--- src/rtl/lsu_pkg.sv ---
// rtl/lsu_pkg.sv - shared funct3 codes, FSM state type and offset width for the load/store unit
package lsu_pkg;

    localparam int OFF_W = 2;

    localparam logic [2:0] F3_B  = 3'b000;
    localparam logic [2:0] F3_H  = 3'b001;
    localparam logic [2:0] F3_W  = 3'b010;
    localparam logic [2:0] F3_BU = 3'b100;
    localparam logic [2:0] F3_HU = 3'b101;

    typedef enum logic [2:0] {
        IDLE,
        LOAD,
        RMW_RD,
        WRITE,
        ERR
    } lsu_state_t;

endpackage

--- src/rtl/lsu_lane_merge.sv ---
// rtl/lsu_lane_merge.sv - combinational load lane extract/extend and store lane merge
module lsu_lane_merge
    import lsu_pkg::*;
(
    input  logic [2:0]       funct3,
    input  logic [OFF_W-1:0] off,
    input  logic [31:0]      rd_word,
    input  logic [31:0]      wdata,
    output logic [31:0]      load_data,
    output logic [31:0]      merge_data
);

    logic [31:0] shifted;

    always_comb begin
        shifted = rd_word >> {off, 3'b000};
        load_data = shifted;
        case (funct3)
            F3_B:    load_data = {{24{shifted[7]}}, shifted[7:0]};
            F3_BU:   load_data = {24'h000000, shifted[7:0]};
            F3_H:    load_data = {{16{shifted[15]}}, shifted[15:0]};
            F3_HU:   load_data = {16'h0000, shifted[15:0]};
            default: load_data = rd_word;
        endcase

        // off is already aligned to the access size by the caller
        merge_data = rd_word;
        case (funct3)
            F3_B:    merge_data[{off, 3'b000} +: 8]        = wdata[7:0];
            F3_H:    merge_data[{off[1], 4'b0000} +: 16]   = wdata[15:0];
            default: merge_data = wdata;
        endcase
    end

endmodule

--- src/rtl/lsu_rmw.sv ---
// rtl/lsu_rmw.sv - RV32I load/store unit with read-modify-write sub-word stores; LSU_MISALIGN_TRAP_EN enables misalignment errors
module lsu_rmw
    import lsu_pkg::*;
#(
    parameter int ADDR_W = 16,
    parameter int DATA_W = 32
) (
    input  logic              clk,
    input  logic              rst_n,
    input  logic              req_valid,
    output logic              req_ready,
    input  logic              req_we,
    input  logic [2:0]        req_funct3,
    input  logic [ADDR_W-1:0] req_addr,
    input  logic [DATA_W-1:0] req_wdata,
    output logic              resp_valid,
    output logic [DATA_W-1:0] resp_rdata,
    output logic              resp_err,
    output logic              mem_we,
    output logic [ADDR_W-1:0] mem_addr,
    output logic [DATA_W-1:0] mem_wd,
    input  logic [DATA_W-1:0] mem_rd
);

`ifdef LSU_MISALIGN_TRAP_EN
    localparam bit TRAP_EN = 1'b1;
`else
    localparam bit TRAP_EN = 1'b0;
`endif

    lsu_state_t state, next_state;

    logic [2:0]        r_f3;
    logic [OFF_W-1:0]  r_off;
    logic [DATA_W-1:0] r_wdata;

    logic              accept;
    logic              illegal;
    logic              misaligned;
    logic              bad;
    logic [OFF_W-1:0]  eff_off;
    logic [DATA_W-1:0] load_data;
    logic [DATA_W-1:0] merge_data;

    lsu_lane_merge u_lane_merge (
        .funct3     (r_f3),
        .off        (r_off),
        .rd_word    (mem_rd),
        .wdata      (r_wdata),
        .load_data  (load_data),
        .merge_data (merge_data)
    );

    // Request classification; without trapping, eff_off aligns the access down
    always_comb begin
        illegal    = req_we ? (req_funct3 > F3_W)
                            : (req_funct3 == 3'b011 || req_funct3 == 3'b110 || req_funct3 == 3'b111);
        misaligned = 1'b0;
        eff_off    = req_addr[OFF_W-1:0];
        case (req_funct3[1:0])
            2'b01: begin
                misaligned = req_addr[0];
                eff_off    = {req_addr[1], 1'b0};
            end
            2'b10: begin
                misaligned = |req_addr[OFF_W-1:0];
                eff_off    = '0;
            end
            default: ;
        endcase
        bad = illegal || (TRAP_EN && misaligned);
    end

    always_comb begin
        next_state = state;
        req_ready  = (state == IDLE);
        mem_we     = (state == WRITE);
        accept     = req_valid && (state == IDLE);
        case (state)
            IDLE: begin
                if (req_valid) begin
                    if (bad)                        next_state = ERR;
                    else if (!req_we)               next_state = LOAD;
                    else if (req_funct3[1:0] == 2'b10) next_state = WRITE;
                    else                            next_state = RMW_RD;
                end
            end
            LOAD:    next_state = IDLE;
            RMW_RD:  next_state = WRITE;
            WRITE:   next_state = IDLE;
            ERR:     next_state = IDLE;
            default: next_state = IDLE;
        endcase
    end

    always_ff @(posedge clk or negedge rst_n) begin
        if (!rst_n) begin
            state      <= IDLE;
            r_f3       <= '0;
            r_off      <= '0;
            r_wdata    <= '0;
            mem_addr   <= '0;
            mem_wd     <= '0;
            resp_valid <= 1'b0;
            resp_rdata <= '0;
            resp_err   <= 1'b0;
        end else begin
            state      <= next_state;
            resp_valid <= (state == LOAD) || (state == WRITE) || (state == ERR);
            resp_err   <= (state == ERR);
            resp_rdata <= (state == LOAD) ? load_data : '0;
            if (accept) begin
                r_f3    <= req_funct3;
                r_off   <= eff_off;
                r_wdata <= req_wdata;
                if (!bad) begin
                    mem_addr <= {req_addr[ADDR_W-1:OFF_W], {OFF_W{1'b0}}};
                    if (req_we && req_funct3[1:0] == 2'b10) begin
                        mem_wd <= req_wdata;
                    end
                end
            end
            if (state == RMW_RD) begin
                mem_wd <= merge_data;
            end
        end
    end

endmodule

--- config.mk ---
export PLATFORM = sky130hd
export DESIGN_NAME = lsu_rmw
export DESIGN_NICKNAME = d
export VERILOG_FILES = /design/src/rtl/lsu_pkg.sv /design/src/rtl/lsu_lane_merge.sv /design/src/rtl/lsu_rmw.sv
export SDC_FILE = /design/constraint.sdc
export NUM_CORES = 1
export LEC_CHECK = 0
export CAP_MARGIN = 20
export CORE_MARGIN = 1.5
export CORE_UTILIZATION = 49
export DETAILED_ROUTE_END_ITERATION = 8
export PLACE_DENSITY = 0.84
export REMOVE_ABC_BUFFERS = 1
export SKIP_LAST_GASP = 1
export SLEW_MARGIN = 30
export SYNTH_ARGS = -nofsm -noshare
export SYNTH_HDL_FRONTEND = slang
export SYNTH_SLANG_ARGS = --single-unit
export TNS_END_PERCENT = 100
--- constraint.sdc ---
create_clock -name clk -period 2.5 [get_ports clk]
set_input_delay 0.625 -clock clk [delete_from_list [all_inputs] [get_ports clk]]
set_output_delay 0.625 -clock clk [all_outputs]
set_load 0.005 [all_outputs]
## Word level (Yosys, flattened, before mapping)

Cells that the tools add are included.

| word-level totals | value |
|---|---|
| register bits | 120 |
| bits in latches | 0 |
| memory bits (writable) | 0 |
| bits in read-only memories | 0 |
| output and inout port bits | 84 |
| word-level logic and storage cells | 60 |
| memories kept | 0 |

| operators by class | value |
|---|---|
| $add $sub $neg | 2 |
| multiply operators | 0 |
| div/mod/pow operators | 0 |
| magnitude comparators | 1 |
| equality and inequality tests | 14 |
| shift-type cells | 5 |
| mux-type cells | 16 |
| bitwise logic cells | 1 |
| reductions and logical operators | 12 |

Operators with widths:

| cell | number |
|---|---|
| 32-bit 2-to-1 mux | 5 |
| 32-bit case mux with 4 select lines | 1 |
| 32-bit bitwise mux | 2 |
| 32-bit case mux with 2 select lines | 1 |
| 16-bit by 7-bit variable shift with 32-bit output, first input constant | 1 |
| 8-bit by 7-bit variable shift with 32-bit output, first input constant | 1 |
| 16-bit by 7-bit variable part select with 32-bit output | 1 |
| 8-bit by 7-bit variable part select with 32-bit output | 1 |
| 32-bit by 5-bit >> shifter with 16-bit output | 1 |
| 3-bit equality test, second input constant | 5 |
| 5-bit negator with 7-bit output | 2 |
| 3-bit by 2-bit equality test with 1-bit output, second input constant | 3 |
| 3-bit by 1-bit equality test with 1-bit output, second input constant | 2 |
| 3-bit zero test | 2 |
| 3-bit 2-to-1 mux | 2 |
| 3-bit case mux with 2 select lines | 1 |
| 1-bit logical OR | 4 |
| 2-bit case mux with 2 select lines | 1 |
| 2-bit nonzero test | 2 |
| 3-bit by 2-bit > comparator with 1-bit output, second input constant | 1 |
| 3-bit AND reduction | 1 |
| 2-bit by 1-bit equality test with 1-bit output, second input constant | 1 |
| 2-bit equality test, second input constant | 1 |
| 1-bit logical AND | 2 |
| other kinds (6) | 7 |

## Longest topological paths before layout

Gate-level depths: netlist (run 1).

| depth | value |
|---|---|
| depth after elaboration | 7 |
| gate-level depth with buffers | 8 |
| gate-level depth less buffers | 6 |

## By module

Synthesis (run 1) repeated with hierarchy kept, for this count alone.

| unflattened totals | value |
|---|---|
| cells, all modules | 755 |
| area, all modules | 6677.7 um2 |

By module, submodules not included:

| module | instances | cells each | area each (um2) | seq. area each (um2) |
|---|---|---|---|---|
| lsu_rmw | 1 | 461 | 4667.0 | 3002.9 |
| lsu_lane_merge | 1 | 294 | 2010.7 | 0.0 |

## Least setup slack after synthesis (run 1)

Ideal clock, no wire load.

| timing | value |
|---|---|
| path kind | input -> register |
| start point | input req_funct3[0] |
| end point | register mem_addr[10] |
| arrival | 2110 ps |
| data required time | 2375 ps |
| slack | 266 ps |
| stages on the path | 6 |
| cells stage by stage | inv_1 -> ha_1 -> o311a_1 -> nand2_1 -> buf_1 -> mux2_2 |

| on the way | value |
|---|---|
| word-level cells in the longest chain between the ends | 6 |

Ends and longest elaborated chain:

| item | RTL line | RTL |
|---|---|---|
| start, declared | lsu_rmw.sv:13 | `input logic [2:0] req_funct3,` |
| parallel branches: the longest is 3 deep, another holds 3-bit by 2-bit > comparator with 1-bit output | -- |  |
| 1-bit 2-to-1 mux (*) | lsu_rmw.sv:56 | `illegal = req_we ? (req_funct3 > F3_W)` |
| 1-bit inverter (no source line) (*) | -- |  |
| 2-bit AND reduction (no source line) (*) | -- |  |
| end signal, assigned | lsu_rmw.sv:117 | `mem_addr <= {req_addr[ADDR_W-1:OFF_W], {OFF_W{1'b0}}};` |
| end, declared | lsu_rmw.sv:20 | `output logic [ADDR_W-1:0] mem_addr,` |

Every way passes the cells marked *.
A chain may end at the register's enable or synchronous reset.

## Worst setup path in the final report (run 1)

| timing | value |
|---|---|
| start point | register state[2] |
| end point | output mem_we |

| on the way | value |
|---|---|
| word-level cells in the longest chain between the ends | 1 |

Ends and longest elaborated chain:

| item | RTL line | RTL |
|---|---|---|
| start, declared | lsu_rmw.sv:31 | `lsu_state_t state, next_state;` |
| start signal, assigned | lsu_rmw.sv:108 | `state <= next_state;` |
| 3-bit by 2-bit equality test with 1-bit output | lsu_rmw.sv:77 | `mem_we = (state == WRITE);` |
| end, declared | lsu_rmw.sv:19 | `output logic mem_we,` |

Every way passes these cells.

==> impl_metrics.yaml, run 1 <==
synth:
  ys_seq_area_frac: 0.4878
  synthesis.instances: 625
  ys_types: 41
  synthFlopType: "dfrtp_1"
  avgSynthCellArea_um2: 9.849
  synth_top_area_share: 0.4878
  ys_top_cells_by_area: "dfrtp_1 49%, mux2i_1 8.1%, nand2_1 6.6%"
  syn_area_um2: 6156
  synth_edf_count: 0
  async_flop_share: 1.000
  yosys.area.top_type: "dfrtp_1"
  synth-seq-cells: 120
  yosysWarningCount: 0
floorplan:
  die-area_um2: 13240
  num_rows: 40
  die_w_um: 115.1
  dieHeight_um: 115.1
  start_util: 0.5083
  core_um2: 12110
  io_pins: 171
grt:
  grt_pass1_wl_mm: 30.42
  globalRouteMet2Util: 0.4782
  use_met1: 0.3780
  global_route.overflow_total: 0
  grt_antenna_before_repair: 0
  gr-usage-all-layers: 0.3012
  grt_use_met3: 0.09278
  grt_max_degree: 121
  grt.busiest_layer: "met2"
  grt_pass1_vias: 5803
timing:
  timing.fmax_ghz: 0.4196
  final_max_slew_viol_count: 0
  finalHoldViolCount: 0
  setup_tns_ns: 0
  setup_viol: 0
  min_period_ns: 2.383
  finalCritPeriodShare: 0.9533
  tightest_slew_ns: 0.9566
  final.setup_skew_ns: 0.01075
  rsz0062_at_grt: "false"
  max_slew_margin: 0.3623
power:
  leakage_uw: 0.003972
  powerDensity_nw_per_um2: 1273
  peakVddDrop_mv: 0.7917
run_status:
  status: "completed"
clocking:
  postCtsHoldBufs: 0
  cts_tree: "built"
  cts_buffers: 17
  cts_resized: 0
  clock-root-buffer: "clkbuf_16"
  clk_latency_ns: 0.42
  cts_buffer_depth: 2
  post_cts_buffers: 0
  clock_sinks: 120
  htreeDepth: 4
  clk_pin_slew_ns: 0.06
drt:
  via_count: 5865
  wire_per_inst_um: 20.13
  ant_nets: 0
  viasPerCell: 6.059
  dr.pass1.iters: 5
  routed_wl_mm: 19.48
  drt_iter0_markers: 524
  drc: 0
job:
  drv_cap: 0
layout:
  drive_gt1_frac: 0.1163
  final_util: 0.7248
  fillers: 881
  diodes: 0
  nets: 883
  area_growth_pct: 42.60
  postLayoutCellArea_um2: 8778
  layout.cells.non_filler: 968
placed_design:
  dp.cells: 937
  place_area_um2: 8085
  post-dp-hpwl_mm: 13.31
  portBuffers: 168
  gp_congestion: 0.9415
setup_path:
  path_class: "flip-flop to output port"
  path_max_fanout: 8
  arrival_ns: 1.76
  endpoint_kind: "output port"
  start_kind: "flip-flop"
  cp.required_ns: 1.88
worst_hold_path:
  hold_path_class: "input port to async pin"
-- kinds of logic after synthesis --
group	count (synthesis)	share of synthesized area
AND/OR/NAND/NOR	216	0.1593
AO/OA/AOI/OAI	139	0.1636
flip-flops	120	0.4878
multiplexers	73	0.1252
buffers and inverters	68	0.04715
adder cells (fa/ha/maj)	8	0.01626
other	1	0.0006092
-- worst max-delay path, stage by stage, from the launching register on --
cell	delay [ns]
dfrtp_1	0.47
nand2b_1	0.24
nor2_1	0.12
clkdlybuf4s50_1	0.51
-- layout make-up --
type / instances / area, um^2 / area share
inverters: 16 / 60.06 / 0.006842
multi-input cells: 438 / 2880 / 0.3281
well taps: 168 / 210.2 / 0.02395
flip-flops and latches: 120 / 3003 / 0.3421
repair buffers: 195 / 1932 / 0.2201
clock buffers: 23 / 478.0 / 0.05445
clock inverters: 8 / 215.2 / 0.02452
-- through the flow --
stage / power [uW] / hold WS (ns) / worst slack, ns
detailed placement: 8163 / 0.4669 / -0.1388
CTS: 11130 / 0.3256 / 0.1073
global placement: 7990 / 0.4545 / -0.07997
global route: 11750 / 0.3582 / 0.04642
finish: 11170 / 0.2773 / 0.1167
floorplan: 5745 / 0.3294 / -2.716
-- placed cells by master (no fill, tap or decap), types with 3 or more instances in the layout --
cell type and n:
or3_1 3, and2_1 6, o21ai_1 6, buf_12 4, o21ai_0 29, o2111ai_1 8
nor2_1 35, mux2i_1 50, o221a_2 7, nor3_1 35, a221oi_1 23, clkbuf_16 17
ha_1 8, bufinv_16 7, a221o_1 16, nand2_1 109, inv_1 16, nand2b_1 6
clkdlybuf4s50_1 167, o22ai_1 8, clkbuf_1 3, a21oi_1 26, clkbuf_8 3, nor4b_1 10
buf_4 24, o221ai_1 8, mux2_2 22, dfrtp_1 120
-- flip-flops by register name, summed over array words and instances, names as in the netlist --
| register | flops |
|---|---|
| mem_addr | 14 |
| mem_wd | 32 |
| r_f3 | 3 |
| r_off | 2 |
| r_wdata | 32 |
| resp_err | 1 |
| resp_rdata | 32 |
| resp_valid | 1 |
| state | 3 |
-- metal layers --
metal / wire length (um) / vias up / part of all wire
met4: 743 / 0 / 0.038
li1: - / 2587 / -
met5: 0 / - / 0
met2: 9001 / 362 / 0.46
met3: 2026 / 66 / 0.10
met1: 7712 / 2850 / 0.40
-- cell usage after synthesis (all sizes together), types with 6 or more instances --
library cell and number:
a21oi 27, a221o 16, a221oi 23, and2 6, buf 13, clkbuf 39
dfrtp 120, ha 8, inv 16, mux2 22, mux2i 50, nand2 109
nand2b 6, nor2 36, nor3 36, nor4b 11, o2111ai 8, o21ai 35
o221a 7, o221ai 8, o22ai 8
-- where the power goes --
part | internal (uW) | leakage, uW | total [uW] | switching, uW
Clock | 2040 | 0.000337 | 2900 | 863
Sequential | 2780 | 0.00151 | 3450 | 670
Combinational | 2380 | 0.00212 | 4820 | 2440
Total | 7210 | 0.00397 | 11200 | 3970
-- worst paths after layout --
check                                         from                  endpoint  slack, ns  cells after the start
min                                          rst_n  resp_rdata[10]$_DFF_PN0_       0.28                      2
max reg2reg                   r_off[1]$_DFFE_PN0P_     mem_wd[4]$_DFFE_PN0P_       0.25                      6
min reg2reg                r_wdata[23]$_DFFE_PN0P_   r_wdata[23]$_DFFE_PN0P_       0.48                      2
max                           state[2]$_DFFE_PN0P_                    mem_we       0.12                      3
max in group asynchronous                    rst_n    mem_wd[31]$_DFFE_PN0P_       1.72                      2
min in group clk           r_wdata[23]$_DFFE_PN0P_   r_wdata[23]$_DFFE_PN0P_       0.48                      2
Power figures use the tool's default switching activity.
==> inputs of run 2 (changes only) <==
--- a/config.mk
+++ b/config.mk
@@ -5,6 +5,7 @@
 export SDC_FILE = /design/constraint.sdc
 export NUM_CORES = 1
 export LEC_CHECK = 0
+export ABC_CLOCK_PERIOD_IN_PS = 2500
 export CAP_MARGIN = 20
 export CORE_MARGIN = 1.5
 export CORE_UTILIZATION = 49
==> results of run 2 <==
Same layout as run 1: the final DEF is identical, and so are final timing and power.
